--- src/rtl/avm_arb_pkg.sv ---
// Shared types and helpers for the multi-master Avalon-MM arbiter.
//   arb_state_t : transaction sequencer states (IDLE -> ISSUE -> RESP).
//   bus_address : maps a channel-local address onto the shared bus window
//                 of that channel (addr + index * stride). The math is done
//                 at 64 bits; the caller truncates to its own bus width.
package avm_arb_pkg;

  typedef enum logic [1:0] {
    IDLE  = 2'd0,
    ISSUE = 2'd1,
    RESP  = 2'd2
  } arb_state_t;

  function automatic logic [63:0] bus_address(input logic [63:0] addr,
                                              input logic [63:0] index,
                                              input logic [63:0] stride);
    return addr + index * stride;
  endfunction

endpackage

--- src/rtl/rr_arbiter.sv ---
// Combinational round-robin picker.
//   req        : request vector, one bit per channel.
//   last_grant : index of the channel served most recently.
//   grant      : one-hot winner (all zero when nothing requests).
//   grant_idx  : binary index of the winner (0 when nothing requests).
// The search starts at last_grant+1 and wraps, so the most recently served
// channel has the lowest priority.
module rr_arbiter #(
  parameter int NUM_CH = 4,
  parameter int IDX_W  = (NUM_CH > 1) ? $clog2(NUM_CH) : 1
) (
  input  logic [NUM_CH-1:0] req,
  input  logic [IDX_W-1:0]  last_grant,
  output logic [NUM_CH-1:0] grant,
  output logic [IDX_W-1:0]  grant_idx
);

  logic             found;
  logic [IDX_W-1:0] cand;

  always_comb begin
    grant     = '0;
    grant_idx = '0;
    found     = 1'b0;
    cand      = '0;
    for (int k = 1; k <= NUM_CH; k++) begin
      cand = IDX_W'((int'(last_grant) + k) % NUM_CH);
      if (!found && req[cand]) begin
        found       = 1'b1;
        grant[cand] = 1'b1;
        grant_idx   = cand;
      end
    end
  end

endmodule

--- src/rtl/avm_multi_master_arbiter.sv ---
// Round-robin arbiter placing NUM_CH accelerator request ports onto a single
// Avalon-MM master port. One transaction is in flight at a time:
//   IDLE  : pick the next requester, register its command.
//   ISSUE : drive the registered command until the slave drops waitrequest.
//   RESP  : acknowledge the channel for one cycle (plus read data).
// Ports:
//   CSI_CLOCK_CLK / CSI_CLOCK_RESET      : clock, sync active-high reset.
//   ch_address/ch_writedata/ch_read/ch_write : packed per-channel requests.
//   ch_waitrequest  : per-channel stall, low only in that channel's RESP.
//   ch_readdata     : shared read return, qualified by ch_readdatavalid.
//   ch_readdatavalid: one-hot read completion strobe.
//   AVM_AVALONMASTER_* : the shared Avalon-MM master port.
module avm_multi_master_arbiter
  import avm_arb_pkg::*;
#(
  parameter int          NUM_CH        = 4,
  parameter int          DATA_WIDTH    = 8,
  parameter int          CH_ADDR_WIDTH = 18,
  parameter int          ADDR_WIDTH    = 32,
  parameter logic [31:0] CH_STRIDE     = 32'h0004_0000
) (
  input  logic                              CSI_CLOCK_CLK,
  input  logic                              CSI_CLOCK_RESET,
  input  logic [NUM_CH*CH_ADDR_WIDTH-1:0]   ch_address,
  input  logic [NUM_CH*DATA_WIDTH-1:0]      ch_writedata,
  input  logic [NUM_CH-1:0]                 ch_read,
  input  logic [NUM_CH-1:0]                 ch_write,
  output logic [NUM_CH-1:0]                 ch_waitrequest,
  output logic [DATA_WIDTH-1:0]             ch_readdata,
  output logic [NUM_CH-1:0]                 ch_readdatavalid,
  output logic [ADDR_WIDTH-1:0]             AVM_AVALONMASTER_ADDRESS,
  output logic                              AVM_AVALONMASTER_READ,
  output logic                              AVM_AVALONMASTER_WRITE,
  output logic [DATA_WIDTH-1:0]             AVM_AVALONMASTER_WRITEDATA,
  input  logic [DATA_WIDTH-1:0]             AVM_AVALONMASTER_READDATA,
  input  logic                              AVM_AVALONMASTER_WAITREQUEST
);

  localparam int IDX_W = (NUM_CH > 1) ? $clog2(NUM_CH) : 1;

  arb_state_t              state, state_next;
  logic [NUM_CH-1:0]       req;
  logic [NUM_CH-1:0]       grant_oh;
  logic [IDX_W-1:0]        grant_idx;
  logic [IDX_W-1:0]        last_grant;
  logic [63:0]             addr_ext;
  logic [ADDR_WIDTH-1:0]   addr_bus;

  logic [IDX_W-1:0]        grant_p1;
  logic                    op_write_p1;
  logic [ADDR_WIDTH-1:0]   addr_p1;
  logic [DATA_WIDTH-1:0]   wdata_p1;
  logic [DATA_WIDTH-1:0]   rdata_p2;

  assign req = ch_read | ch_write;

  rr_arbiter #(
    .NUM_CH (NUM_CH),
    .IDX_W  (IDX_W)
  ) u_rr (
    .req        (req),
    .last_grant (last_grant),
    .grant      (grant_oh),
    .grant_idx  (grant_idx)
  );

  always_comb begin
    addr_ext = '0;
    addr_ext[CH_ADDR_WIDTH-1:0] = ch_address[grant_idx*CH_ADDR_WIDTH +: CH_ADDR_WIDTH];
    addr_bus = ADDR_WIDTH'(bus_address(addr_ext, 64'(grant_idx), 64'(CH_STRIDE)));
  end

  always_comb begin
    state_next = state;
    case (state)
      IDLE:    if (|req) state_next = ISSUE;
      ISSUE:   if (!AVM_AVALONMASTER_WAITREQUEST) state_next = RESP;
      RESP:    state_next = IDLE;
      default: state_next = IDLE;
    endcase
  end

  // Stage p1: command captured in IDLE; write wins when read is also high.
  // Stage p2: read data captured on the cycle the slave accepts the read.
  always_ff @(posedge CSI_CLOCK_CLK) begin
    if (CSI_CLOCK_RESET) begin
      state       <= IDLE;
      last_grant  <= IDX_W'(NUM_CH - 1);
      grant_p1    <= '0;
      op_write_p1 <= 1'b0;
      addr_p1     <= '0;
      wdata_p1    <= '0;
      rdata_p2    <= '0;
    end else begin
      state <= state_next;
      if (state == IDLE && |req) begin
        grant_p1    <= grant_idx;
        op_write_p1 <= |(ch_write & grant_oh);
        addr_p1     <= addr_bus;
        wdata_p1    <= ch_writedata[grant_idx*DATA_WIDTH +: DATA_WIDTH];
      end
      if (state == ISSUE && !AVM_AVALONMASTER_WAITREQUEST && !op_write_p1) begin
        rdata_p2 <= AVM_AVALONMASTER_READDATA;
      end
      if (state == RESP) begin
        last_grant <= grant_p1;
      end
    end
  end

  // Output decode: command only in ISSUE, acknowledge only in RESP.
  assign AVM_AVALONMASTER_ADDRESS   = addr_p1;
  assign AVM_AVALONMASTER_WRITEDATA = wdata_p1;
  assign AVM_AVALONMASTER_READ      = (state == ISSUE) && !op_write_p1;
  assign AVM_AVALONMASTER_WRITE     = (state == ISSUE) && op_write_p1;
  assign ch_readdata                = rdata_p2;

  always_comb begin
    ch_waitrequest   = '1;
    ch_readdatavalid = '0;
    if (state == RESP) begin
      ch_waitrequest[grant_p1] = 1'b0;
      if (!op_write_p1) ch_readdatavalid[grant_p1] = 1'b1;
    end
  end

endmodule

--- config.mk ---
export PLATFORM = sky130hd
export DESIGN_NAME = avm_multi_master_arbiter
export DESIGN_NICKNAME = d
export VERILOG_FILES = /design/src/rtl/avm_arb_pkg.sv /design/src/rtl/rr_arbiter.sv /design/src/rtl/avm_multi_master_arbiter.sv
export SDC_FILE = /design/constraint.sdc
export NUM_CORES = 1
export LEC_CHECK = 0
export CAP_MARGIN = 20
export CELL_PAD_IN_SITES_DETAIL_PLACEMENT = 0
export CELL_PAD_IN_SITES_GLOBAL_PLACEMENT = 1
export CORE_ASPECT_RATIO = 0.5
export CORE_UTILIZATION = 31
export DETAILED_ROUTE_END_ITERATION = 7
export PLACE_DENSITY = 0.85
export SETUP_SLACK_MARGIN = 0.02
export SYNTH_ARGS = -nofsm -noshare
export SYNTH_HDL_FRONTEND = slang
export SYNTH_HIERARCHICAL = 1
export SYNTH_SLANG_ARGS = --single-unit
export TNS_END_PERCENT = 1
--- constraint.sdc ---
create_clock -name CSI_CLOCK_CLK -period 5 [get_ports CSI_CLOCK_CLK]
set_clock_uncertainty 0.2 [all_clocks]
set_input_delay 0.5 -clock CSI_CLOCK_CLK [delete_from_list [all_inputs] [get_ports CSI_CLOCK_CLK]]
set_output_delay 0.5 -clock CSI_CLOCK_CLK [all_outputs]
set_load 0.005 [all_outputs]
# After elaboration in Yosys (flattened, before gate mapping)
# Index checks and enable logic that the tools add are counted.
[totals]
ff_bits = 55
in_bits = 123
output_inout_bits = 58
word_cells = 92
[op_classes]
add_sub_neg = 5
multipliers = 1
magnitude_cmp = 10
n_eq_ne = 4
n_shift = 2
mux = 35
bitwise = 6
reduce_logical = 22
[op_table]
columns = ["cell", "count"]
rows = [
  ["variable part select 72 x 8 -> 18 bit", 1],
  ["variable part select 32 x 6 -> 8 bit", 1],
  ["two-way mux 4 bit", 7],
  ["adder 18 x 20 -> 21 bit", 1],
  ["bitwise OR 4 bit", 4],
  ["less-than comparator 2 x 3 -> 1 bit, second input constant", 5],
  ["logical AND 1 bit", 13],
  ["two-way mux 1 bit", 12],
  ["two-way mux 2 bit", 6],
  ["demux 1 bit (select 2 bit)", 5],
  ["greater-or-equal comparator 2 x 1 -> 1 bit, second input constant", 5],
  ["binary-select mux 1 bit (select 2 bit)", 4],
  ["OR reduction 4 bit", 2],
  ["multiplier 2 x 4 -> 6 bit, second input constant", 1],
  ["zero test 1 bit", 5],
  ["adder 2 x 1 -> 2 bit, second input constant", 2],
  ["adder 2 bit, second input constant", 2],
  ["bitwise AND 4 bit", 1],
  ["NOT 4 bit", 1],
  ["case mux 2 bit (2 select lines)", 1],
  ["== test 2 x 1 -> 1 bit, second input constant", 1],
  ["== test 2 bit, second input constant", 1],
  ["zero test 2 bit", 1],
  ["!= test 2 x 1 -> 1 bit, second input constant", 1],
  ["other kinds (2)", 2],
]

# Depth between registers and ports, before layout
# Gate-level depths: netlist of the first run.
[depth]
word_depth = 16
mapped_depth = 13
depth_no_buf = 9

# Hierarchy
# The synthesis of the first run kept the hierarchy.
[by_module_without_submodules]
columns = ["mod", "n_inst", "cells_per_inst", "area_per_inst_um2", "seq_area_each_um2"]
rows = [
  ["avm_multi_master_arbiter", 1, 313, 2937.8, 820.8],
  ["rr_arbiter", 1, 68, 545.5, 0.0],
]

# Least setup slack after synthesis of the first run
# Ideal clock, no wire load.
[synth_timing]
path_kind = "flip-flop to flip-flop"
start = "reg last_grant[0]"
end = "reg addr_p1[14], in the netlist AVM_AVALONMASTER_ADDRESS[14]"
setup_time_ps = 124
arrival_time_ps = 2833
t_required_ps = 4676
path_slack_ps = 1843
stages_incl_launch_ff = 14
n_path_buf = 4
period_less_slack_ps = 3157
path_cell_list = "dfxtp_1 buf_4 inv_1 ha_1 buf_4 nor2b_1 a22oi_1 o211ai_1 a21oi_1 buf_2 buf_4 mux4_2 o211ai_2 nand3_1"
[synth_between]
elab_chain_len = 16
elab_cells_between_ends = 28
classes_between = "5 x add/sub; 1 x mul; 1 x shift; 15 x mux; 6 x reduce/logical"
[synth_rtl]
columns = ["element", "line_no", "rtl"]
rows = [
  ["start, declared", "avm_multi_master_arbiter.sv:45", "logic [IDX_W-1:0] last_grant;"],
  ["start signal, assigned", "avm_multi_master_arbiter.sv:88", "last_grant <= IDX_W'(NUM_CH - 1);"],
  ["start signal, assigned", "avm_multi_master_arbiter.sv:106", "last_grant <= grant_p1;"],
  ["adder 2 x 1 -> 2 bit", "rr_arbiter.sv:27", "cand = IDX_W'((int'(last_grant) + k) % NUM_CH);"],
  ["binary-select mux 1 bit (select 2 bit)", "rr_arbiter.sv:28", "if (!found && req[cand]) begin"],
  ["two-way mux 1 bit (implied by the code)", "rr_arbiter.sv:28", ""],
  ["two-way mux 1 bit", "rr_arbiter.sv:28", ""],
  ["zero test 1 bit", "rr_arbiter.sv:28", ""],
  ["logical AND 1 bit", "rr_arbiter.sv:28", ""],
  ["two-way mux 1 bit", "rr_arbiter.sv:28", ""],
  ["zero test 1 bit", "rr_arbiter.sv:28", ""],
  ["logical AND 1 bit", "rr_arbiter.sv:28", ""],
  ["two-way mux 1 bit", "rr_arbiter.sv:28", ""],
  ["zero test 1 bit", "rr_arbiter.sv:28", ""],
  ["logical AND 1 bit", "rr_arbiter.sv:28", ""],
  ["two-way mux 2 bit *", "rr_arbiter.sv:28", ""],
  ["multiplier 2 x 4 -> 6 bit *", "avm_multi_master_arbiter.sv:69", "addr_ext[CH_ADDR_WIDTH-1:0] = ch_address[grant_idx*CH_ADDR_WIDTH +: CH_ADDR_WIDTH];"],
  ["variable part select 72 x 8 -> 18 bit *", "avm_multi_master_arbiter.sv:69", ""],
  ["adder 18 x 20 -> 21 bit *", "avm_arb_pkg.sv:17", "return addr + index * stride;"],
  ["end signal, assigned", "avm_multi_master_arbiter.sv:99", "addr_p1 <= addr_bus;"],
  ["end, declared", "avm_multi_master_arbiter.sv:51", "logic [ADDR_WIDTH-1:0] addr_p1;"],
]
# Every way passes the cells marked *; elsewhere a longest branch is shown, timed or not. The select of a mux whose other input is x is not followed.
# A chain may end at the register's enable or synchronous reset.

# Worst setup path in the final report of the first run
[layout_timing]
start = "reg last_grant[0]"
end = "reg addr_p1[9], in the netlist AVM_AVALONMASTER_ADDRESS[9]"
# The elaborated chain is that of the path after synthesis.

==> results of run 1 <==
worst max-delay path, delay by kind of cell, from the launching register on:
family	cells	cell delay, ns
flops	1	0.75
compound gates	4	1.03
fa+ha+maj	1	0.54
buf+inv	2	0.54
mux	1	0.52
simple gates	2	0.22
cell usage in the layout, fill, tap and decap left out, types with 2 or more instances in the layout:
cell type,synthesis,layout
nand3_1,53,53
o211ai_2,20,20
nor3_1,6,5
nand2_1,59,59
clkbuf_16,0,5
o211ai_1,8,8
a221o_2,4,4
buf_4,17,8
a21oi_1,11,10
nor2b_1,31,31
clkdlybuf4s50_1,0,167
a22oi_1,5,5
nor2_1,8,8
nor4_4,2,2
mux4_2,28,28
mux2i_1,3,3
dfxtp_1,41,41
inv_1,5,5
or4_1,2,2
ha_1,8,8
or2_2,6,6
conb_1,1,12
o21ai_0,6,6
nand3b_1,2,2
nand2b_1,6,6
metal layers:
layer | vias to the layer above | global-route usage, % | share of wire (%)
li1 | 1669 | - | -
met1 | 1684 | 27.6 | 46
met2 | 109 | 35.6 | 49
met3 | 19 | 3.00 | 3.7
met4 | 0 | 6.53 | 1.9
met5 | - | 0 | 0
state kept, by name, indices dropped and copies added, names as in the netlist:
signal	count
AVM_AVALONMASTER_ADDRESS	19
AVM_AVALONMASTER_WRITEDATA	8
ch_readdata	8
last_grant	2
state	2
grant_p1	1
op_write_p1	1
how the worst min path moves through the flow:
stage              startpoint              to  slack, ns  cells after the start
3_3_place_gp   ch_readdata[0]  ch_readdata[0]       0.24                      2
6_report       ch_readdata[3]  ch_readdata[3]       0.26                      2
4_1_cts        ch_readdata[5]  ch_readdata[5]       0.26                      2
3_5_place_dp   ch_readdata[5]  ch_readdata[5]       0.25                      2
5_1_grt        ch_readdata[6]  ch_readdata[6]       0.28                      2
2_1_floorplan  ch_readdata[0]  ch_readdata[0]       0.25                      2
final cells by class:
type | count | area (µm²) | share of cell area, %
inverter | 5 | 18.8 | 0.354
multi-input combinational | 299 | 2380 | 44.9
tap | 140 | 175 | 3.30
timing repair buffer | 176 | 1740 | 32.7
clock inverter | 1 | 30.0 | 0.566
clock buffer | 7 | 143 | 2.69
sequential | 41 | 821 | 15.5
metrics by stage:
step,instances,hold slack (ns)
after floorplan,392,0.253
after global placement,661,0.241
after detailed placement,661,0.250
after CTS,669,0.259
after global routing,669,0.282
final,669,0.258
cell families after synthesis:
group	Yosys count
other	1
DFF	41
AOI/OAI and AO/OA	62
and+or+nand+nor	184
buffers and inverters	52
adders and majority gates	8
muxes	33
power by group:
part	internal [mW]	switching, mW
Clock	0.250	0.137
Combinational	0.244	0.161
Sequential	0.358	0.0237
Total	0.852	0.322
==> results.md, run 1 <==
* Status: finished, violations left
* Failing checks: design-rule violations
* Synth Area in Compound Gates at between 10% and 20%
* Port Buffers at 168
* CTS Sinks at 41
* Final ANT Viol Nets at 0
* Max-cap check violation count at 0
* Ys Warns at 6
* Hpwl dp at 9090 µm
* Share of cells above drive strength 1 at 16.1%
* FF-to-FF Start: last_grant[0]
* Main synth FF type: dfxtp_1
* CTS tree: done
* RR Endpoint: AVM_AVALONMASTER_ADDRESS[9]
* Final count of pins violating max slew at 0
* Final hold vios at 0
* H-tree depth at 2
* Final Wtd Congestion at 0.873
* Critical Path AT at 3.90 ns
* # resized after CTS at 0
* Fin util at 50.2%
* Crit end category: flop
* R2r setup slk at 1.06 ns
* Synth Area in XOR/XNOR at 0%
* Io pins at 181
* Async SR Flop Fraction at 0%
* Critical path's most frequent cell: o211ai_1
* Full die area at approximately 12,000 µm²
* Synth cell count leaders: nand2_1 (59), nand3_1 (53), dfxtp_1 (41)
* Hold Crit Class: reg -> reg
* Proportion of synthesized area in mux cells at between 15 and 20%
* Fin crit share at 78.9%
* CTS Hold Bufs at 0
* DP Worst Slack at 0.992 ns
* Total design power at between 1 and 1.5 mW
* CP Launch Type: flop
* Worst skew pair latency at 0.29 ns
* R2R depth at 10
* Leakage at ~1.9 nW
* Top post-synthesis cells by area: dfxtp_1 (24%), mux4_2 (18%), nand3_1 (7.6%), o211ai_2 (7.2%), nand2_1 (6.4%)
* Global-route wire length before repair at 19,100 µm
* Grt ovf at 0
* Adder-Cell Fraction of Synth Area at 2.87%
* Largest net degree at the start of global routing at 46
* Clock tree buffer depth at 2
* Core region area at 10,600 µm²
* Total GRT Usage at roughly a fifth
* Final wirelength at 12,200 µm
* Synth area leader: dfxtp_1
* CP Data Required Time at 4.96 ns
* Initial antenna violation count at 0
* Count of cell types in the netlist at 47
* P per Cell Area at between 200 and 250 nW/µm²
* Peak supply drop at about 0.093 mV
* Nets@finish at ~660
* Synth top area share at 23.6%
* Clk slew on worst S/H paths at 0.06 ns
* Worst-path fanout max at 20
* Final setup violation count at 0
* Vias in the first global route at 3,403
* Main combinational cell family by area after synthesis: simple AND/OR/NAND/NOR gates
* Area growth, synth to finish at 52.3%
* Syn Inst Count at roughly 380
* Sequential area share after synthesis at 23.6%
* Fin area at between 5000 and 6000 µm²
* Post-layout min period at 3.94 ns
* WL/cell at 18.3 µm
* Initial Util at 32.9%
* TritonRoute pass-1 iters at 7
* Slowest cell on crit path: dfxtp_1
* Setup Crit Path Kind: reg -> reg
* RSZ-0062 raised after global routing: no
* Ant diodes at 0
* Rel. slew slack at 38.3%
* CP Launch Point: last_grant[0]
* Post-CTS Setup Bufs at 0
* Die Ht at between 70 and 80 µm
* Drc violations at 3
* Worst-Margin Slew at between 0.9 and 1 ns
* Sum Neg Setup Slack at 0 ns
* Post-synthesis area per instance at 9.14 µm²
* CP cell instances: inv_1, ha_1, nor2b_1, a22oi_1, o211ai_1, a21oi_4, buf_4, mux4_2, o211ai_1, nand3_1
* Number of synthesized flops with an enable pin at 0
* Chip width at between 150 and 200 µm
* Vias at about 3,500
* Root buffer cell: clkbuf_16
* Worst setup endpoint: AVM_AVALONMASTER_ADDRESS[9]
* Simple-gate portion of the synthesized area at 27.8%
* Yosys reg bits at a little over 40
* # fillers at 990
* Worst path max stage delay at 0.75 ns
* Count leader, synth: nand2_1
* Mapped Area at 3480 µm²
* Cell Area, Placed at 5130 µm²
* Row count at 26
* Routed vias/inst at ~5.2
* Iter 0 DRT Violations at 216
* CTS buffer count at 5
* Highest clock rate at 254 MHz
* Final setup margin at 1.06 ns
Power figures use the tool's default switching activity.
==> run 2: changes to the inputs <==
CORE_UTILIZATION = 26   (was 31)
PLACE_DENSITY = 0.76   (was 0.85)
clock period = 3.2 ns   (was 5 ns; I/O delays follow)
==> run 2 against run 1 <==
Routed wire length is 7.3% lower. Combinational power increased by 62%. Design area is 3.1% higher. Global-route usage is 4.5 points lower. Cell count rose by 6.7%. Utilization shrank 7.7 points. Worst setup slack got worse by 0.78 ns. The flow still finishes with violations (design-rule violations).
==> results.md, run 2 (same netlist as run 1, synthesis figures left out) <==
* Status: finished, violations left
* Failing checks: design-rule violations
* RSZ-0062 raised after global routing: no
* Iter 0 DRT Violations at between 200 and 250
* Largest net degree at the start of global routing at 46
* Cell Area, Placed at 5330 µm²
* Setup Crit Path Kind: reg -> reg
* Worst-Margin Slew at 0.911 ns
* Worst skew pair latency at 0.28 ns
* H-tree depth at 2
* Final Wtd Congestion at 0.786
* Sequential share of power at approximately 34%
* CTS Sinks at just over 40
* Final ANT Viol Nets at 0
* Core region area at 12,900 µm²
* # resized after CTS at 0
* Final wirelength at 11,300 µm
* FF-to-FF Start: last_grant[0]
* Full die area at 13,900 µm²
* Met1 Usage GRT at between 10% and 20%
* Critical Path AT at between 2 and 3 ns
* Nets@finish at 675
* Clk slew on worst S/H paths at roughly 0.060 ns
* Met3 usage at 2.18%
* Final hold vios at 0
* Drc violations at 8
* Leakage at 2.01 nW
* Max-cap check violation count at 0
* TritonRoute pass-1 iters at 6
* Final setup margin at 0.275 ns
* Met2 GRT Util at around a third
* Pint at approximately 1.3 mW
* Sw Ratio at 27.8%
* Most frequent cells in the layout: clkdlybuf4s50_1 (167), nand2_1 (59), nand3_1 (53), dfxtp_1 (41), nor2b_1 (31)
* Vias at 3,457
* Initial Util at 27.0%
* Io pins at 181
* Sum Neg Setup Slack at 0 ns
* Power share of the combinational group at 37.4%
* Most common cell after layout, fill and taps aside: clkdlybuf4s50_1
* Final setup violation count at 0
* Most Crowded Layer GR: met2
* P per Cell Area at approximately 320 nW/µm²
* DP Worst Slack at 0.00906 ns
* Die Ht at 83.8 µm
* Largest register FFs at 19
* Row count at 29
* Chip width at ~170 µm
* Hold Crit Class: reg -> reg
* Highest clock rate at 342 MHz
* CTS Hold Bufs at 0
* Routed vias/inst at 4.84
* Hpwl dp at around 8400 µm
* Root buffer cell: clkbuf_16
* Area growth, synth to finish at 57.0%
* Fin area at roughly 5500 µm²
* Post-layout min period at 2.93 ns
* Clock tree buffer depth at 2
* Post-CTS Setup Bufs at 0
* Ant diodes at 0
* CP Launch Type: flop
* Vias in the first global route at ~3,600
* Grt ovf at 0
* Peak supply drop at 0.208 mV
* Share of cells above drive strength 1 at 18.4%
* Global-route wire length before repair at 18,400 µm
* Net Switching at 489 µW
* CP Data Required Time at approximately 3.2 ns
* WL/cell at 15.9 µm
* Crit end category: flop
* # fillers at 1,236
* Fin util at a little over two fifths
* Fin crit share at 91.4%
* CTS buffer count at 5
* Port Buffers at 168
* Hold_sp: ch_readdata[6]
* Final count of pins violating max slew at 0
* Initial antenna violation count at 0
* Rel. slew slack at 39.3%
* Worst-path fanout max at 14
* Clock power share at 29.2%
* CTS tree: done
* Total GRT Usage at 16.4%
* CP Launch Point: last_grant[0]
==> run 2: cell count changes in the layout (fill, tap and decap cells not counted) <==
cell	before	now
buf_12	0	3
bufinv_16	1	0
buf_4	8	21
==> run 2: critical path: stages, from the launching register on <==
cell,delay (ns)
dfxtp_1,0.33
inv_1,0.10
ha_1,0.51
nor2b_1,0.14
a22oi_1,0.20
o211ai_1,0.14
a21oi_4,0.28
buf_12,0.21
mux4_2,0.54
o211ai_2,0.08
nand3_1,0.08
==> run 2: final timing paths <==
path / cells after the start / slack (ns) / endpoint
min: 2 / 0.26 / ch_readdata[6]
max reg2reg: 10 / 0.27 / AVM_AVALONMASTER_WRITEDATA[0]
max: 10 / 0.27 / AVM_AVALONMASTER_WRITEDATA[0]
min reg2reg: 2 / 0.26 / ch_readdata[6]
==> run 2: per-layer routing <==
layer,routed length (µm),up-vias
met2,6060,68
met3,358,8
met4,121,0
met1,4800,1681
met5,0,-
li1,-,1700
==> run 2: stage by stage <==
stage | instances | hold WS (ns) | power [mW]
global placement | 707 | 0.241 | 1.26
global route | 714 | 0.275 | 1.85
detailed placement | 707 | 0.248 | 1.26
finish | 714 | 0.257 | 1.76
CTS | 714 | 0.260 | 1.79
floorplan | 392 | 0.199 | 0.937
==> run 2: power by group through the flow <==
stage / Sequential [mW] / Combinational [mW] / Clock, mW
after global routing: 0.597 / 0.707 / 0.544
final: 0.589 / 0.658 / 0.514
after global placement: 0.599 / 0.661 / 0
after detailed placement: 0.600 / 0.664 / 0
after floorplan: 0.601 / 0.336 / 0
after CTS: 0.589 / 0.667 / 0.530
==> run 2: area by class of cell <==
type	count	area, µm²	share of cell area (%)
inverter	5	18.8	0.343
clock buffer	7	143	2.61
sequential	41	821	15.0
tap	170	213	3.89
timing repair buffer	192	1890	34.6
multi-input combinational	299	2380	43.5
==> run 3: changes to the inputs <==
HOLD_SLACK_MARGIN = 0.05   (was default)
SLEW_MARGIN = 20   (was default)
==> results of run 3 <==
Same layout as run 2: the final DEF is identical, and so are final timing and power.
